## src/rtl/vid_in_axis_ctrl.sv

```systemverilog
// Video-input stream controller: measures frame geometry, locks after LOCK_FRAMES matching frames, and gates the stream.
// Optional vblank watchdog compiled only when VID_IN_CTRL_TIMEOUT_EN is defined.
module vid_in_axis_ctrl #(
  parameter int          CNT_W       = 12,
  parameter int          LOCK_FRAMES = 2,
  parameter logic [23:0] TIMEOUT_CYC = 24'd4000000
) (
  input  logic             aclk,
  input  logic             resetn,
  input  logic             enable,
  input  logic             vid_vblank,
  input  logic             vid_active_video,
  input  logic             fifo_overflow,
  input  logic             clr_sticky,
  output logic             axis_enable,
  output logic             locked,
  output logic [CNT_W-1:0] frame_width,
  output logic [CNT_W-1:0] frame_height,
  output logic [1:0]       state,
  output logic             ovf_sticky,
  output logic             tmo_sticky
);

  typedef enum logic [1:0] {
    IDLE    = 2'd0,
    MEASURE = 2'd1,
    LOCKED  = 2'd2,
    STREAM  = 2'd3
  } state_t;

  localparam logic [CNT_W-1:0] CNT_MAX = '1;
  localparam logic [3:0]       LOCK_N  = 4'(LOCK_FRAMES);

  state_t           state_q, state_d;
  logic [3:0]       match_cnt, match_d;
  logic             vblank_q, active_q;
  logic             vblank_rise, vblank_fall, active_fall;
  logic [CNT_W-1:0] pix_cnt, line_cnt, first_w, prev_w, prev_h;
  logic             mismatch;
  logic             frame_good;
  logic             tmo_hit;

  assign vblank_rise = vid_vblank & ~vblank_q;
  assign vblank_fall = ~vid_vblank & vblank_q;
  assign active_fall = ~vid_active_video & active_q;

  // A saturated line count can never be a valid geometry.
  assign frame_good = (line_cnt != '0) && !mismatch && (line_cnt != CNT_MAX) &&
                      (first_w == prev_w) && (line_cnt == prev_h);

  always_ff @(posedge aclk or negedge resetn) begin
    if (!resetn) begin
      vblank_q <= 1'b0;
      active_q <= 1'b0;
      pix_cnt  <= '0;
      line_cnt <= '0;
      first_w  <= '0;
      prev_w   <= '0;
      prev_h   <= '0;
      mismatch <= 1'b0;
    end else begin
      vblank_q <= vid_vblank;
      active_q <= vid_active_video;
      if (active_fall) begin
        pix_cnt <= '0;
        if (line_cnt == '0) first_w <= pix_cnt;
        else if (pix_cnt != first_w) mismatch <= 1'b1;
        if (pix_cnt == CNT_MAX) mismatch <= 1'b1;
        if (line_cnt != CNT_MAX) line_cnt <= line_cnt + 1'b1;
        else mismatch <= 1'b1;
      end else if (vid_active_video && (pix_cnt != CNT_MAX)) begin
        pix_cnt <= pix_cnt + 1'b1;
      end
      // Frame close wins over a coincident line end.
      if (vblank_rise) begin
        prev_w   <= first_w;
        prev_h   <= line_cnt;
        line_cnt <= '0;
        mismatch <= 1'b0;
      end
    end
  end

`ifdef VID_IN_CTRL_TIMEOUT_EN
  logic [23:0] tmo_cnt;

  assign tmo_hit = (state_q != IDLE) && (tmo_cnt == TIMEOUT_CYC - 24'd1);

  always_ff @(posedge aclk or negedge resetn) begin
    if (!resetn) begin
      tmo_cnt    <= '0;
      tmo_sticky <= 1'b0;
    end else begin
      if (vblank_rise || (state_q == IDLE) || tmo_hit) tmo_cnt <= '0;
      else tmo_cnt <= tmo_cnt + 24'd1;
      if (tmo_hit) tmo_sticky <= 1'b1;
      else if (clr_sticky) tmo_sticky <= 1'b0;
    end
  end
`else
  assign tmo_hit    = 1'b0;
  assign tmo_sticky = 1'b0;
`endif

  always_comb begin
    state_d = state_q;
    match_d = match_cnt;
    if (!enable) begin
      state_d = IDLE;
      match_d = '0;
    end else begin
      case (state_q)
        IDLE: begin
          state_d = MEASURE;
          match_d = '0;
        end
        MEASURE: begin
          if (vblank_rise) begin
            if (frame_good) begin
              match_d = match_cnt + 4'd1;
              if (match_d == LOCK_N) state_d = LOCKED;
            end else begin
              match_d = '0;
            end
          end
        end
        LOCKED: begin
          if (vblank_rise && !frame_good) begin
            state_d = MEASURE;
            match_d = '0;
          end else if (vblank_fall) begin
            state_d = STREAM;
          end
        end
        STREAM: begin
          if (fifo_overflow || (vblank_rise && !frame_good)) begin
            state_d = MEASURE;
            match_d = '0;
          end
        end
        default: state_d = IDLE;
      endcase
      if (tmo_hit) begin
        state_d = MEASURE;
        match_d = '0;
      end
    end
  end

  always_ff @(posedge aclk or negedge resetn) begin
    if (!resetn) begin
      state_q      <= IDLE;
      match_cnt    <= '0;
      axis_enable  <= 1'b0;
      frame_width  <= '0;
      frame_height <= '0;
      ovf_sticky   <= 1'b0;
    end else begin
      state_q     <= state_d;
      match_cnt   <= match_d;
      axis_enable <= (state_d == STREAM);
      if ((state_q == MEASURE) && (state_d == LOCKED)) begin
        frame_width  <= first_w;
        frame_height <= line_cnt;
      end
      if (fifo_overflow) ovf_sticky <= 1'b1;
      else if (clr_sticky) ovf_sticky <= 1'b0;
    end
  end

  assign state  = state_q;
  assign locked = (state_q == LOCKED) || (state_q == STREAM);

endmodule

```

## config.mk

```make
export PLATFORM = sky130hd
export DESIGN_NAME = vid_in_axis_ctrl
export DESIGN_NICKNAME = d
export VERILOG_FILES = /design/src/rtl/vid_in_axis_ctrl.sv
export SDC_FILE = /design/constraint.sdc
export NUM_CORES = 1
export LEC_CHECK = 0
export ABC_CLOCK_PERIOD_IN_PS = 3300
export BUFFER_PORTS_ARGS = -buffer_cell sky130_fd_sc_hd__buf_2
export CAP_MARGIN = 20
export CORE_MARGIN = 2
export CORE_UTILIZATION = 30
export CTS_CLUSTER_DIAMETER = 40
export DETAILED_ROUTE_END_ITERATION = 7
export SYNTH_ARGS = -nofsm -noshare
export SYNTH_HDL_FRONTEND = slang
export SYNTH_SLANG_ARGS = --single-unit
```

## constraint.sdc

```tcl
create_clock -name aclk -period 3.3 [get_ports aclk]
set_clock_uncertainty 0.2 [all_clocks]
set_input_delay 0.66 -clock aclk [delete_from_list [all_inputs] [get_ports aclk]]
set_output_delay 0.66 -clock aclk [all_outputs]
set_load 0.02 [all_outputs]
```

==> results by group <==
Run status
  • Status: finished, final reports clean

Critical path
  • Critical Path RT: 3.32 ns
  • Crit path max fanout: 18
  • CP Launch Type: register
  • Worst path arrival time: 2.75 ns
  • Crit path top cell by count: nor4_2
  • Type of the worst setup path: reg2reg
  • Crit-path cells: ha_1, nand4_2, nor4_2, nor4_2, and4_1, buf_12, mux2_4
  • Worst path slowest cell: and4_1
  • Worst stage delay on the critical path: 0.51 ns
  • Crit. End Element: register

Layout
  • Final Non-Filler Cells: 698
  • Number of diodes: 0
  • Post-layout util: 35.0%
  • Most common cell after layout, fill and taps aside: dfrtp_1
  • Most frequent cells in the layout: dfrtp_1, nand2_1, xnor2_1
  • Final Net Count: 489
  • Area Overhead vs Synth: 14.8%
  • Layout cells sized above 1: 21.8%

Yosys
  • Register area share after synthesis: 49.4%
  • Cells after synthesis: 453
  • Ys async rst share: 100%
  • Netlist cell types: 51
  • Synth Area per Inst: 10.6 um^2
  • Ys flop type: dfrtp_1
  • Synth Register Bits: 95
  • Synth warnings: 0
  • Mapped Area: 4810 um^2
  • Post-synth EDFFs: 0
  • Post-synthesis net count: 465

Power and ir drop
  • Power Density: 529 nW/um^2
  • Static leakage: 2.63 nW
  • Tot Pwr: 2.93 mW
  • VDD IR max: 0.263 mV

STA
  • Setup tns final: 0 ns
  • Final Hold Slack: 0.139 ns
  • Max Fclk: 367 MHz
  • Unrepaired setup endpoints after global routing: false
  • Endpoints failing hold: 0
  • Min cycle time layout: 2.72 ns
  • Final Max Tran Viols: 0
  • Worst-margin pin slew: 0.700 ns
  • Slew headroom: 52.8%
  • Final setup vio count: 0
  • Fin crit share: 82.6%

Floorplanning
  • Core area: 15800 um^2
  • Row count: 46
  • Effective utilization at floorplan: 30.5%
  • Die ar.: 17100 um^2
  • Die Wd: 131 um
  • Ports: 37
  • Die Ht: 131 um

Clock network
  • Root Buffer: clkbuf_16
  • Max Root-Sink Buffers: 2
  • Cts repair resizes: 0
  • Sink Count: 95
  • TritonCTS clock tree: built
  • H-Tree Depth: 3
  • Reg clk slew, reported paths: 0.06 ns
  • Worst skew pair latency: 0.34 ns
  • Hold-fix buffers at CTS: 0
  • Number of CTS-inserted buffers: 9
  • Post-CTS Setup Repair Bufs: 0

Routing
  • Routed wire length per instance: 15.1 um
  • DRT antenna net count: 0
  • Met2 Routed Length: 5220 um
  • Via/cell ratio: 4.76
  • DRT met1 WL: 4660 um
  • Drt first pass iters: 4
  • Total Wirelength: 10500 um
  • Uppermost layer routed: met4
  • WL met3: 513 um
  • DRC viols: 0
  • Vias: 3323
  • DR iter-0 viols: 275

Placed design
  • Placer congestion estimate: 0.857
  • Placed wire-length estimate: 7330 um
  • Port Buf Inserts: 35
  • Inst Count DP: 681

Global route
  • Pin count of the biggest net entering global routing: 49
  • Vias in the first global route: 3371
  • Tot GR Track Use: 13.2%
  • Overflow after GRT: 0
  • Initial antenna violation count: 0
  • First-pass GRT wire length: 17600 um

Min path
  • Hold crit path type: in2async

Flow run
  • MaxCap Viol Count: 0
-- power by group --
group	internal, mW	switching (mW)	total [mW]
combinational	0.149	0.214	0.364
sequential	1.23	0.0827	1.31
clock	0.813	0.439	1.25
total	2.19	0.736	2.93
-- cell type report --
type                    instances  area [um^2]
fillers                      1602        10200
multi-input cells             320         2230
inverters                       9         33.8
repair buffers                 42          255
well taps                     216          270
flip-flops and latches         95         2380
clock inverters                 7          135
clock buffers                   9          225
-- routing by layer --
layer  global-route usage (%)  vias to the layer above
met5                        0                        -
met4                     3.57                        0
met3                     3.01                       13
met2                     21.9                       75
met1                     17.6                     1650
li1                         -                     1585
-- sequential cells by signal (all words and copies together), names as in the netlist, 2 cells and up --
register,count
pix_cnt,12
line_cnt,12
frame_width,12
first_w,12
prev_h,12
prev_w,12
state,2
frame_height,12
match_cnt,4
-- Yosys cell counts (9+ instances only) --
| cell type | count | area share [%] |
|---|---|---|
| dfrtp_1 | 95 | 49 |
| nand2_1 | 85 | 6.6 |
| xnor2_1 | 37 | 6.7 |
| nor2_1 | 24 | 1.9 |
| mux2_4 | 20 | 6.2 |
| mux2_2 | 16 | 3.7 |
| o21ai_0 | 14 | 1.5 |
| xor2_1 | 14 | 2.5 |
| clkbuf_1 | 12 | 0.94 |
| nand3_1 | 12 | 1.2 |
| nor4_1 | 12 | 1.6 |
| nand4_1 | 10 | 1.3 |
| a21oi_1 | 9 | 0.94 |
| buf_2 | 9 | 0.94 |
| inv_1 | 9 | 0.70 |
-- final timing paths --
kind,start,endpoint,slack (ns),depth (start not counted)
setup / recovery,line_cnt[1]$_DFFE_PN0P_,frame_width[1]$_DFFE_PN0P_,0.58,7
setup reg to reg,line_cnt[1]$_DFFE_PN0P_,frame_width[1]$_DFFE_PN0P_,0.58,7
hold / removal,resetn,pix_cnt[6]$_DFFE_PN0P_,0.14,1
max in group asynchronous,resetn,first_w[11]$_DFFE_PN0P_,2.11,2
min in group aclk,ovf_sticky$_DFFE_PN0P_,ovf_sticky$_DFFE_PN0P_,0.28,1
hold reg to reg,ovf_sticky$_DFFE_PN0P_,ovf_sticky$_DFFE_PN0P_,0.28,1
-- per-stage QoR --
step,cell area [um^2],setup slack [ns]
floorplan,4810,1.02
global placement,5160,0.641
detailed placement,5160,0.594
CTS,5520,0.575
global route,5530,0.382
finish,5530,0.575
-- kinds of logic (layout without fill, tap and decap cells) --
logic type	count (synthesis)	after routing	synth area share, %
buffers and inverters	38	67	4.34
other	1	1	0.0779
XOR/XNOR	51	51	9.28
AO/OA/AOI/OAI	39	39	5.36
multiplexers	42	42	11.3
AND/OR/NAND/NOR	182	182	19.0
flip-flops	95	95	49.4
adder cells (fa/ha/maj)	5	5	1.30
-- worst max-delay path: cells and delay by family (launching register included) --
kind / cells / cell delay [ns]
adders and majority gates: 1 / 0.26
and+or+nand+nor: 4 / 1.12
muxes: 1 / 0.32
buffers and inverters: 1 / 0.25
DFF: 1 / 0.45
Power figures use the tool's default switching activity.
